--- src/rtl/adc_stream_reader.sv ---
// adc_stream_reader: paced AD400x busy-mode reader with block
// averaging, fixed-point gain and output saturation.
module adc_stream_reader #(
  parameter int ADC_WIDTH       = 16,
  parameter int GAIN_WIDTH      = 16,
  parameter int GAIN_FRAC       = 8,
  parameter int CNV_HIGH_CYCLES = 4,
  parameter int BUSY_TIMEOUT    = 1023,
  parameter int MAX_AVG_LOG2    = 4
) (
  input  logic                  clk,
  input  logic                  aresetn,
  input  logic                  enable,
  input  logic [15:0]           period,
  input  logic [GAIN_WIDTH-1:0] gain,
  input  logic [2:0]            avg_log2,
  input  logic                  clear_flags,
  input  logic                  data_in,
  output logic                  cnv,
  output logic                  sck,
  output logic                  sample_valid,
  output logic [ADC_WIDTH-1:0]  sample_data,
  output logic [ADC_WIDTH-1:0]  raw_data,
  output logic                  sample_sat,
  output logic                  busy_timeout,
  output logic                  overrun
);
  localparam int AW = ADC_WIDTH + MAX_AVG_LOG2;
  localparam int PW = AW + GAIN_WIDTH;
  localparam int CW = $clog2(CNV_HIGH_CYCLES + 1);
  localparam int WW = $clog2(BUSY_TIMEOUT + 1);
  localparam int BW = $clog2(ADC_WIDTH);
  localparam int NW = MAX_AVG_LOG2 + 1;

  typedef enum logic [2:0] {
    S_IDLE, S_CNV, S_WAIT, S_READ, S_ACCUM, S_OUTPUT
  } state_t;

  state_t state, state_nx;

  logic                  en_q;
  logic [15:0]           pcnt;
  logic                  tick;
  logic [CW-1:0]         cnv_cnt;
  logic [WW-1:0]         wait_cnt;
  logic [BW-1:0]         bit_idx;
  logic                  phase;
  logic [ADC_WIDTH-1:0]  shreg;
  logic [AW-1:0]         acc;
  logic [NW-1:0]         count;
  logic [GAIN_WIDTH-1:0] gain_q;
  logic [2:0]            avg_q;
  logic [2:0]            avg_clamp;
  logic                  timeout_ev;
  logic                  last_bit;
  logic                  blk_done;
  logic [NW-1:0]         count_nx;
  logic [AW-1:0]         avg;
  logic [PW-1:0]         prod;
  logic [PW-1:0]         scaled;
  logic                  sat;

  // a fresh enable starts a conversion right away
  assign tick = enable && (!en_q || pcnt == period - 16'd1);

  assign avg_clamp = (int'(avg_log2) > MAX_AVG_LOG2) ?
                     3'(MAX_AVG_LOG2) : avg_log2;

  assign timeout_ev = (state == S_WAIT) && data_in &&
                      (wait_cnt == WW'(BUSY_TIMEOUT));
  assign last_bit   = (state == S_READ) && phase &&
                      (bit_idx == '0);
  assign count_nx   = count + NW'(1);
  assign blk_done   = count_nx == (NW'(1) << avg_q);

  assign avg    = acc >> avg_q;
  assign prod   = PW'(avg) * PW'(gain_q);
  assign scaled = prod >> GAIN_FRAC;
  assign sat    = |scaled[PW-1:ADC_WIDTH];

  always_ff @(posedge clk) begin
    if (!aresetn) state <= S_IDLE;
    else          state <= state_nx;
  end

  always_comb begin
    state_nx = state;
    unique case (state)
      S_IDLE:   if (tick) state_nx = S_CNV;
      S_CNV:
        if (cnv_cnt == CW'(CNV_HIGH_CYCLES - 1))
          state_nx = S_WAIT;
      S_WAIT:
        if (!data_in)        state_nx = S_READ;
        else if (timeout_ev) state_nx = S_IDLE;
      S_READ:   if (last_bit) state_nx = S_ACCUM;
      S_ACCUM:  state_nx = blk_done ? S_OUTPUT : S_IDLE;
      S_OUTPUT: state_nx = S_IDLE;
      default:  state_nx = S_IDLE;
    endcase
  end

  always_comb begin
    cnv = (state == S_CNV);
  end

  always_ff @(posedge clk) begin
    if (!aresetn) begin
      en_q         <= 1'b0;
      pcnt         <= '0;
      cnv_cnt      <= '0;
      wait_cnt     <= '0;
      bit_idx      <= '0;
      phase        <= 1'b0;
      shreg        <= '0;
      acc          <= '0;
      count        <= '0;
      gain_q       <= '0;
      avg_q        <= '0;
      sck          <= 1'b0;
      sample_valid <= 1'b0;
      sample_data  <= '0;
      raw_data     <= '0;
      sample_sat   <= 1'b0;
      busy_timeout <= 1'b0;
      overrun      <= 1'b0;
    end else begin
      en_q         <= enable;
      sample_valid <= 1'b0;
      sck          <= 1'b0;
      if (enable) pcnt <= tick ? '0 : pcnt + 16'd1;
      if (timeout_ev)       busy_timeout <= 1'b1;
      else if (clear_flags) busy_timeout <= 1'b0;
      if (tick && state != S_IDLE) overrun <= 1'b1;
      else if (clear_flags)        overrun <= 1'b0;
      unique case (state)
        S_IDLE: begin
          cnv_cnt <= '0;
          // gain and averaging are frozen for a whole block
          if (tick && count == '0) begin
            gain_q <= gain;
            avg_q  <= avg_clamp;
          end
        end
        S_CNV: begin
          cnv_cnt  <= cnv_cnt + CW'(1);
          wait_cnt <= '0;
        end
        S_WAIT: begin
          wait_cnt <= wait_cnt + WW'(1);
          bit_idx  <= BW'(ADC_WIDTH - 1);
          phase    <= 1'b0;
          if (timeout_ev) begin
            acc   <= '0;
            count <= '0;
          end
        end
        S_READ: begin
          phase <= ~phase;
          sck   <= ~phase;
          if (phase) begin
            shreg   <= {shreg[ADC_WIDTH-2:0], data_in};
            bit_idx <= bit_idx - BW'(1);
          end
        end
        S_ACCUM: begin
          raw_data <= shreg;
          acc      <= acc + AW'(shreg);
          count    <= count_nx;
        end
        S_OUTPUT: begin
          sample_valid <= 1'b1;
          sample_data  <= sat ? '1 : scaled[ADC_WIDTH-1:0];
          sample_sat   <= sat;
          acc          <= '0;
          count        <= '0;
        end
        default: ;
      endcase
    end
  end
endmodule

--- config.mk ---
export PLATFORM = sky130hd
export DESIGN_NAME = adc_stream_reader
export DESIGN_NICKNAME = d
export VERILOG_FILES = /design/src/rtl/adc_stream_reader.sv
export SDC_FILE = /design/constraint.sdc
export NUM_CORES = 1
export LEC_CHECK = 0
export CAP_MARGIN = 10
export CORE_ASPECT_RATIO = 0.9
export CORE_MARGIN = 10
export CORE_UTILIZATION = 49
export CTS_BUF_LIST = sky130_fd_sc_hd__clkbuf_2 sky130_fd_sc_hd__clkbuf_4 sky130_fd_sc_hd__clkbuf_8
export DETAILED_ROUTE_END_ITERATION = 10
export PLACE_DENSITY_LB_ADDON = 0.3
export RECOVER_POWER = 50
export REMOVE_ABC_BUFFERS = 1
export SKIP_CTS_REPAIR_TIMING = 1
export SYNTH_ARGS = -nofsm -noshare
export SYNTH_HDL_FRONTEND = slang
export SYNTH_SLANG_ARGS = --single-unit
--- constraint.sdc ---
create_clock -name clk -period 7.2 [get_ports clk]
set_input_delay 1.44 -clock clk [delete_from_list [all_inputs] [get_ports clk]]
set_output_delay 1.44 -clock clk [all_outputs]
set_load 0.02 [all_outputs]
# Word level (Yosys, flattened, before mapping)
# Cells that the tools add are included.
# word_totals
register_bits	135
inputBits	40
output_inout_bits	38
word_cells	95
# classes
add_sub_neg	7
n_mul	1
order_cmp	1
eq_ne	15
shift	2
muxes	23
bitwise	1
n_reduce_logical	26
# op_table
cell	count
20-bit case mux with 3 select lines	1
20-bit by 16-bit multiplier with 36-bit output	1
16-bit 2-to-1 mux	2
3-bit 2-to-1 mux	7
20-bit by 16-bit adder with 20-bit output	1
20-bit 2-to-1 mux	1
10-bit case mux with 2 select lines	1
20-bit by 3-bit >> shifter with 20-bit output	1
16-bit by 1-bit adder with 16-bit output, second input constant	1
16-bit equality test	1
16-bit by 1-bit subtractor with 16-bit output, second input constant	1
3-bit case mux with 5 select lines	1
5-bit case mux with 3 select lines	1
12-bit OR reduction	1
10-bit by 1-bit adder with 10-bit output, second input constant	1
10-bit equality test, second input constant	1
2-bit AND reduction	5
2-bit nonzero test	5
3-bit by 2-bit equality test with 1-bit output, second input constant	3
2-bit != test, second input constant	4
4-bit case mux with 2 select lines	1
1-bit logical AND	7
3-bit equality test, second input constant	2
3-bit case mux with 2 select lines	1
21 further kinds	25

# Longest topological paths before layout
# Gate-level depths: netlist of run 1.
# depth
word_depth	6
mapped_depth	33
depth_no_buf	29

# Worst setup path after synthesis of run 1
# OpenSTA, ideal clock, no wires.
# synth_path
path_type	register to register
start	register avg_q[1]
end	register sample_data[10]
setup_ns	0.122
arrival_ns	7.805
required_time_ns	7.078
slack_ns	-0.727
path_stages_with_launch	32
n_path_buf	6
synth_period_minus_slack_ns	7.927
cell_sequence	dfxtp_1 buf_4 clkbuf_1 buf_1 mux2i_1 nand2_1 o21ai_0 o21ai_0 clkbuf_1 nand2_1 fa_1 inv_1 fa_1 fa_1 fa_1 fa_1 inv_1 fa_1 inv_1 ha_1 clkbuf_1 a211oi_1 o21ai_0 a211oi_1 o21ai_0 a31oi_1 mux2i_1 nand3_1 a2111o_1 nor4_4 buf_6 a21oi_2
# synth_via
elab_chain_cells	4
# synth_lines
element	line	text
from (decl)	52	logic [2:0] avg_q;
from (signal assigned)	142	avg_q <= avg_clamp;
20-bit by 3-bit >> shifter with 20-bit output *	76	assign avg = acc >> avg_q;
20-bit by 16-bit multiplier with 36-bit output *	77	assign prod = PW'(avg) * PW'(gain_q);
12-bit OR reduction	79	assign sat = |scaled[PW-1:ADC_WIDTH];
16-bit 2-to-1 mux *	173	sample_data <= sat ? '1 : scaled[ADC_WIDTH-1:0];
to (signal assigned)	173	
to (decl)	22	output logic [ADC_WIDTH-1:0] sample_data,
# Mark *: on every way between the ends. The rest lies on a longest branch, timed or not.
# A chain may end at the register's enable or synchronous reset.

# Worst setup path in the final report of run 1
# layout_path
start	register avg_q[1]
end	register sample_data[2]
# The elaborated chain is that of the path after synthesis.

==> metrics.txt, run 1 <==
die width=around 220 microns; fill count=~3,200; Final Hold Fails=0; Max-slew headroom=between 20% and 30%; CTS tree=built; gr usage total=between 20% and 30%; Max-Cap Viols=0; clk sinks=135; outcome=finished, violations left; Row Count=66; Yosys cell types=79; Post-synth EDFFs=0; Non-Filler Instances=approximately 2,800; Clock H-tree levels=4; die height=around 200 microns; syn avg cell area=8.45 sq um; Routed WL per cell=roughly 17 microns; clock-pin slew on the worst setup and hold paths=about 0.09 ns; worst hold margin=approximately 0.47 ns; WP data arrival=7.93 ns; f_max=around 130 MHz; commonest non-fill, non-tap cell in the layout=inv_1; wire length on met3=2890 microns; Tcrit/Tclk final=105%; post-layout util=58.9%; Worst path most repeated cell=fa_1; leak pwr=about 9.5 nW; vias after detailed routing=around 15,000; mapped cell area=around 0.018 sq mm; ANT nets after route=0; top sig layer=met4; Core ar.=approximately 0.036 sq mm; crit start category=register; actual slew at the worst max-slew pin=approximately 1.1 ns; most frequent cells in the layout=inv_1, nand2_1, fa_1, and2_1, buf_4; final WL=approximately 48,000 microns; Metal-1 WL=21,300 microns; fin nets=roughly 2,700; first-pass GRT wire length=~79,000 microns; failing checks=setup timing; critical path required time=between 7 and 8 ns; Tmin final=approximately 7.5 ns; pre-CTS setup slack=-0.355 ns; starting density of the core=between 40% and 50%; clock insertion delay at the later pin of the skew report=between 0.5 and 0.6 ns; placed cells=~2,700; Worst Skew=roughly 0.026 ns; setup violators final=17; Max Root-Sink Buffers=2; P&R area growth vs syn=18.7%; critical path peak fanout=9; pin count of the biggest net entering global routing=slightly above 100; final RePlAce weighted congestion=~0.94; initial antenna violation count=0; #FFs+latches synth=approximately 140; slowest stage delay, CP=0.58 ns; Die ar.=0.0447 sq mm; met2 WL=around 22,000 microns; fraction of layout cells with a size suffix above 1=14.3%; Worst Setup End Kind=register; Initial DRC Count=about 940; # diodes=0; # DRC=0; Worst Path Class, Setup=reg2reg; Post-DP HPWL=38,600 microns; YS warnings=0; DR pass1 iterations=5; Slew Viols, Final=0; Cells after Synth=roughly 2,100; clk root buf=clkbuf_8; Design Power=0.00201 W; Via density=about 5.4; setup repair after global routing missed its margin=true; register area share after synthesis=between 10% and 20%; CTS Buf Count=17; fin worst setup slack=-0.349 ns; Primary FF master, synth=dfxtp_1; worst min-delay path class=reg2reg; PwrDens=roughly 94 mW/mm^2; Port-buffer cells=between 70 and 80; CP max stage cell=fa_1; Top-Level Pins=78; Max IR drop VDD=0.115 mV; total congestion overflow=0; vias in the first global route=~15,000; ys async rst share=0%
[final cells by class]
class                   instances  area, sq um  share of cell area (%)
clock buffers                  17          234                    1.10
clock inverters                15          186                   0.876
inverters                     340         1280                    6.04
multi-input cells            1538        14000                    65.7
flip-flops and latches        135         2710                    12.7
well taps                     476          596                    2.80
repair buffers                259         2290                    10.7
[layer usage]
layer	up-vias	global-route usage, %
li1	7063	-
met1	7389	28.9
met2	440	34.3
met3	54	4.20
met4	0	5.90
met5	-	0
[stage by stage]
stage	area [sq um]	TNS [ns]
2_1_floorplan	17500	-15.61
3_3_place_gp	20200	-3.55
3_5_place_dp	20200	-5.29
4_1_cts	20600	-6.39
5_1_grt	21300	-10.48
6_report	21300	-5.59
[state kept, by name, summed over array words and instances (netlist names), 3 cells and up]
register / count
sample_data: 16
count: 5
pcnt: 16
acc: 20
bit_idx: 4
state: 3
gain_q: 16
shreg: 16
raw_data: 16
cnv_cnt: 3
wait_cnt: 10
avg_q: 3
[kinds of logic after synthesis]
| logic type | count (synthesis) | synth area share, % |
|---|---|---|
| AO/OA/AOI/OAI | 309 | 11.3 |
| XOR/XNOR | 73 | 3.56 |
| flip-flops | 135 | 15.1 |
| multiplexers | 61 | 3.49 |
| adder cells (fa/ha/maj) | 380 | 37.0 |
| AND/OR/NAND/NOR | 715 | 20.1 |
| buffers and inverters | 450 | 9.55 |
[synth_stat cells (4+ instances only)]
| cell | instances | area [sq um] |
|---|---|---|
| a2111oi_0 | 4 | 35.0 |
| a211oi_1 | 8 | 60.1 |
| a21boi_0 | 42 | 315 |
| a21o_1 | 15 | 113 |
| a21oi_1 | 70 | 350 |
| a21oi_2 | 9 | 78.8 |
| a22oi_1 | 13 | 97.6 |
| a31oi_1 | 7 | 43.8 |
| and2_1 | 195 | 1220 |
| and3_1 | 15 | 93.8 |
| buf_1 | 6 | 22.5 |
| clkbuf_1 | 98 | 368 |
| dfxtp_1 | 135 | 2700 |
| fa_1 | 250 | 5000 |
| ha_1 | 130 | 1630 |
| inv_1 | 339 | 1270 |
| mux2_2 | 10 | 113 |
| mux2i_1 | 49 | 490 |
| nand2_1 | 282 | 1060 |
| nand2b_1 | 10 | 62.6 |
| nand3_1 | 46 | 230 |
| nand3b_1 | 4 | 30.0 |
| nand4_1 | 13 | 81.3 |
| nor2_1 | 68 | 255 |
| nor2b_1 | 38 | 238 |
| nor3_1 | 11 | 55.1 |
| nor3b_1 | 4 | 30.0 |
| o211ai_1 | 11 | 82.6 |
| o21a_1 | 11 | 82.6 |
| o21ai_0 | 71 | 355 |
| o21bai_1 | 5 | 37.5 |
| o22ai_1 | 6 | 37.5 |
| or3_1 | 9 | 56.3 |
| xnor2_1 | 43 | 377 |
| xor2_1 | 30 | 263 |
[final timing paths]
kind	cells after the start	slack, ns	from	end
worst max-delay path	30	-0.35	avg_q[1]$_SDFFE_PN0P_	sample_data[2]$_SDFFE_PN0P_
worst min-delay path	2	0.47	raw_data[10]$_SDFFE_PN0P_	raw_data[10]$_SDFFE_PN0P_
worst max register to register	30	-0.35	avg_q[1]$_SDFFE_PN0P_	sample_data[2]$_SDFFE_PN0P_
worst min register to register	2	0.47	raw_data[10]$_SDFFE_PN0P_	raw_data[10]$_SDFFE_PN0P_
[worst max-delay path: cells and delay by family, from the launching register on]
kind,cells,cell delay [ns]
XOR/XNOR,1,0.08
multiplexers,1,0.20
AND/OR/NAND/NOR,7,1.32
buffers and inverters,8,0.93
flip-flops,1,0.38
adder cells (fa/ha/maj),7,3.42
AO/OA/AOI/OAI,6,1.09
[where the power goes]
part | switching [W] | internal (W) | total, W
Clock | 0.000388 | 0.000294 | 0.000683
Sequential | 0.0000552 | 0.000761 | 0.000816
Combinational | 0.000283 | 0.000223 | 0.000506
Note: power is estimated with default switching activity, not from simulation.
==> run 2: changes to the inputs <==
--- a/config.mk
+++ b/config.mk
@@ -15,6 +15,7 @@
 export RECOVER_POWER = 50
 export REMOVE_ABC_BUFFERS = 1
 export SKIP_CTS_REPAIR_TIMING = 1
+export SKIP_LAST_GASP = 1
 export SYNTH_ARGS = -nofsm -noshare
 export SYNTH_HDL_FRONTEND = slang
 export SYNTH_SLANG_ARGS = --single-unit
==> run 2 against run 1 <==
  * The run still ends with setup timing left
  * Critical endpoint is now sample_data[4]$_SDFFE_PN0P_
  * Core utilization about the same
  * Cell count is the same
  * Critical path depth is the same
  * Largest cell class unchanged
==> metrics.txt, run 2 (synthesis gave the netlist of run 1 again) <==
Initial DRC Count=880; Gate power share=around a quarter; vias after detailed routing=14,941; post-layout util=about three fifths; Row Count=66; Power Internal=around 0.0013 W; Non-Filler Instances=about 2,800; clock power share=34.0%; # diodes=0; setup repair after global routing missed its margin=true; DR pass1 iterations=7; fill count=around 3,200; Worst Skew=0.0235 ns; Fin Setup TNS=-5.52 ns; leak pwr=around 9.5 nW; Max IR drop VDD=roughly 0.11 mV; FF+latch area=~0.0027 sq mm; gr usage total=21.4%; clock-pin slew on the worst setup and hold paths=~0.090 ns; critical path peak fanout=9; first-pass GRT wire length=around 80,000 microns; f_max=between 100 and 150 MHz; sequential power share=about two fifths; Max Root-Sink Buffers=2; commonest non-fill, non-tap cell in the layout=inv_1; slowest stage delay, CP=around 0.58 ns; switching share of power=~36%; initial antenna violation count=0; CP max stage cell=fa_1; ANT nets after route=0; Worst path most repeated cell=fa_1; most frequent cells in the layout=inv_1, nand2_1, fa_1, and2_1, buf_4; actual slew at the worst max-slew pin=between 1 and 1.5 ns; vias in the first global route=15,303; Port-buffer cells=between 70 and 80; fin worst setup slack=-0.349 ns; placed cells=2,729; Max-slew headroom=between 20% and 30%; final RePlAce weighted congestion=0.945; pin count of the biggest net entering global routing=just over 100; Worst Setup End Kind=register; PwrDens=94.1 mW/mm^2; failing checks=setup timing; Worst Path Class, Setup=reg2reg; Post-DP HPWL=between 30,000 and 40,000 microns; total congestion overflow=0; worst min-delay path class=reg2reg; # DRC=0; Clock H-tree levels=4; Die ar.=0.0447 sq mm; Top-Level Pins=a little under 80; WP data arrival=7.92 ns; setup violators final=17; fin nets=between 2,000 and 3,000; CTS Buf Count=17; P&R area growth vs syn=18.7%; Max-Cap Viols=0; critical path required time=roughly 7.6 ns; Core ar.=between 0.03 and 0.04 sq mm; Tcrit/Tclk final=105%; clock insertion delay at the later pin of the skew report=around 0.5 ns; die width=between 200 and 250 microns; Tmin final=between 7 and 8 ns; switching pwr=about 0.00073 W; Final Hold Fails=0; crit start category=register; starting density of the core=around half; Slew Viols, Final=0; outcome=finished, violations left; Largest Register=acc; clk root buf=clkbuf_8; fraction of layout cells with a size suffix above 1=14.3%; CTS tree=built; clk sinks=around 140; Via density=5.37; Routed WL per cell=17.2 microns; Largest register FFs=20; Multi-input gate area=between 0.01 and 0.015 sq mm; final WL=47,700 microns; die height=slightly above 200 microns
## run 2: cell counts in the layout (fill, tap and decap cells not counted)
No cell type changed its count.
## run 2: final cells by class
cell class / instances / area share (%)
multi-input cells: 1538 / 65.7
flip-flops and latches: 135 / 12.7
repair buffers: 259 / 10.7
inverters: 340 / 6.04
well taps: 476 / 2.80
clock buffers: 17 / 1.10
clock inverters: 15 / 0.876
## run 2: critical path, delay by kind of cell (launching register included)
kind,cells,cell delay [ns]
mux,1,0.20
xor+xnor,1,0.08
compound gates,6,1.09
flops,1,0.38
fa+ha+maj,7,3.42
simple gates,7,1.31
buf+inv,8,0.93
## run 2: path summary, 6_finish.rpt
kind	from	to	slack, ns	depth (start not counted)
min	raw_data[10]$_SDFFE_PN0P_	raw_data[10]$_SDFFE_PN0P_	0.47	2
max	avg_q[1]$_SDFFE_PN0P_	sample_data[4]$_SDFFE_PN0P_	-0.35	30
max reg2reg	avg_q[1]$_SDFFE_PN0P_	sample_data[4]$_SDFFE_PN0P_	-0.35	30
min reg2reg	raw_data[10]$_SDFFE_PN0P_	raw_data[10]$_SDFFE_PN0P_	0.47	2
## run 2: through the flow
step / setup slack (ns) / hold WS, ns / total power [W] / area [sq um]
CTS: -0.425 / 0.473 / 0.00198 / 20600
global placement: -0.238 / 0.452 / 0.00129 / 20200
global route: -0.646 / 0.491 / 0.00211 / 21300
finish: -0.349 / 0.466 / 0.00200 / 21300
floorplan: -0.955 / 0.436 / 0.00106 / 17500
detailed placement: -0.355 / 0.460 / 0.00130 / 20200
## run 2: power by group through the flow
| stage | Combinational (W) | Sequential [W] | Clock (W) |
|---|---|---|---|
| floorplan | 0.000236 | 0.000822 | 0 |
| global placement | 0.000457 | 0.000831 | 0 |
| detailed placement | 0.000463 | 0.000832 | 0 |
| CTS | 0.000469 | 0.000814 | 0.000701 |
| global route | 0.000555 | 0.000820 | 0.000734 |
| finish | 0.000506 | 0.000816 | 0.000681 |
## run 2: metal layers
layer | vias to the layer above | wire length [microns] | global-route usage (%)
li1 | 7066 | - | -
met1 | 7398 | 21400 | 28.9
met2 | 413 | 22300 | 34.3
met3 | 64 | 2810 | 4.20
met4 | 0 | 1120 | 5.90
met5 | - | 0 | 0
==> run 3: changes to the inputs <==
--- a/config.mk
+++ b/config.mk
@@ -8,7 +8,7 @@
 export CAP_MARGIN = 10
 export CORE_ASPECT_RATIO = 0.9
 export CORE_MARGIN = 10
-export CORE_UTILIZATION = 49
+export CORE_UTILIZATION = 40
 export CTS_BUF_LIST = sky130_fd_sc_hd__clkbuf_2 sky130_fd_sc_hd__clkbuf_4 sky130_fd_sc_hd__clkbuf_8
 export DETAILED_ROUTE_END_ITERATION = 10
 export PLACE_DENSITY_LB_ADDON = 0.3
==> run 3 against run 2 <==
  * The flow finishes with violations (capacitance limit, slew limit, setup timing)
  * First-iteration DRC count increased by 24%
  * Critical endpoint unchanged
  * Clock-buffer cell count rose by 2
  * Highest routed layer unchanged
  * Largest power group unchanged
  * Fmax down 3.0%
==> metrics.txt, run 3 (synthesis gave the netlist of run 1 again) <==
outcome=finished, violations left; worst hold margin=0.468 ns; Max Root-Sink Buffers=2; fin worst setup slack=-0.578 ns; Slew Viols, Final=59; die width=about 240 microns; clock-pin slew on the worst setup and hold paths=around 0.08 ns; switching share of power=34.1%; CTS tree=built; Worst Path Class, Setup=reg2reg; Tcrit/Tclk final=108%; die height=roughly 220 microns; vias in the first global route=between 15,000 and 20,000; Max IR drop VDD=0.0863 mV; Gate power share=~27%; leak pwr=about 10 nW; Max-Cap Viols=1; final WL=~50,000 microns; critical path peak fanout=8; DR pass1 iterations=5; WHS Path Cells=2; pin count of the biggest net entering global routing=60; clk sinks=roughly 140; PwrDens=about 90 mW/mm^2; Post-DP HPWL=a little under 40,000 microns; switching pwr=between 0.0006 and 0.0007 W; gr usage total=a little under a fifth; ANT nets after route=0; setup violators final=17; clock power share=33.2%; setup repair after global routing missed its margin=true; WP data arrival=around 8 ns; fin nets=2,756; initial antenna violation count=0; total congestion overflow=0; Initial DRC Count=1,092; Worst path most repeated cell=fa_1; post-layout util=around 50%; Largest Register=acc; actual slew at the worst max-slew pin=roughly 2.5 ns; Max-slew headroom=-64.3%; Final Hold Fails=0; worst min-delay path class=reg2reg; Core ar.=approximately 0.044 sq mm; starting density of the core=a little over 40%; first-pass GRT wire length=between 80,000 and 90,000 microns; Worst Skew=0.0222 ns; crit start category=register; Die ar.=between 0.05 and 0.06 sq mm; clk root buf=clkbuf_8; Row Count=73; final RePlAce weighted congestion=0.926; Clock H-tree levels=4; critical path required time=roughly 7.6 ns; f_max=between 100 and 150 MHz; Fin Setup TNS=-8.88 ns; # diodes=0; Port-buffer cells=between 70 and 80; Worst Setup End Kind=register; commonest non-fill, non-tap cell in the layout=inv_1; Top-Level Pins=78; Routed WL per cell=17.0 microns; fill count=between 4,000 and 5,000; clock insertion delay at the later pin of the skew report=~0.48 ns; failing checks=capacitance limit, slew limit, setup timing; sequential power share=about 40%; Tmin final=~8 ns; CP max stage cell=fa_2; vias after detailed routing=between 15,000 and 20,000; CTS Buf Count=17; most frequent cells in the layout=inv_1, nand2_1, fa_1, buf_4, and2_1; P&R area growth vs syn=22.2%; r2r worst-path depth=30; # DRC=0; Power Internal=between 0.001 and 0.0015 W; Via density=5.11; slowest stage delay, CP=around 0.63 ns; Largest register FFs=20; fraction of layout cells with a size suffix above 1=between 10% and 20%
## run 3: changes by cell type in the layout (fill, tap and decap cells not counted), sizes merged
cell      change
buf          +44
inv           -4
clkbuf        +3
clkinvlp      +3
clkinv        -2
bufinv        +1
## run 3: path summary, 6_finish.rpt
path | start | endpoint | slack, ns
max | avg_q[1]$_SDFFE_PN0P_ | sample_data[4]$_SDFFE_PN0P_ | -0.58
min | raw_data[11]$_SDFFE_PN0P_ | raw_data[11]$_SDFFE_PN0P_ | 0.47
max reg2reg | avg_q[1]$_SDFFE_PN0P_ | sample_data[4]$_SDFFE_PN0P_ | -0.58
min reg2reg | raw_data[11]$_SDFFE_PN0P_ | raw_data[11]$_SDFFE_PN0P_ | 0.47
## run 3: worst max-delay path: cells and delay by family (launching register included)
kind	cells	cell delay, ns
fa+ha+maj	7	3.39
simple gates	7	1.24
buf+inv	9	1.25
flops	1	0.41
compound gates	5	1.00
mux	2	0.35
## run 3: metrics by stage
| stage | cell area, sq um | setup WS (ns) | std cells | total power, W |
|---|---|---|---|---|
| after floorplan | 17500 | -0.955 | 2013 | 0.00106 |
| after global placement | 20700 | -0.925 | 2886 | 0.00132 |
| after detailed placement | 20700 | -0.961 | 2886 | 0.00132 |
| after CTS | 21100 | -1.04 | 2918 | 0.00200 |
| after global routing | 21900 | -0.810 | 2949 | 0.00212 |
| final | 21900 | -0.578 | 2949 | 0.00202 |
## run 3: cell type report
| cell class | count | area, sq um | area share, % |
|---|---|---|---|
| multi-input combinational | 1538 | 14000 | 63.8 |
| timing repair buffer | 304 | 2790 | 12.7 |
| sequential | 135 | 2710 | 12.4 |
| inverter | 340 | 1280 | 5.82 |
| tap | 600 | 751 | 3.43 |
| clock buffer | 19 | 262 | 1.19 |
| clock inverter | 13 | 146 | 0.668 |
## run 3: power groups by stage
stage          clock (W)  combinational, W  sequential (W)
5_1_grt         0.000720          0.000592        0.000809
6_report        0.000671          0.000541        0.000806
3_5_place_dp           0          0.000497        0.000822
4_1_cts         0.000694          0.000505        0.000805
2_1_floorplan          0          0.000236        0.000822
3_3_place_gp           0          0.000496        0.000820
## run 3: metal layers
layer | vias up | part of all wire [%] | global-route usage [%]
met5 | - | 0 | 0
met4 | 0 | 1.4 | 3.75
met3 | 45 | 5.2 | 2.67
met2 | 390 | 46 | 29.1
met1 | 7478 | 47 | 26.4
li1 | 7150 | - | -
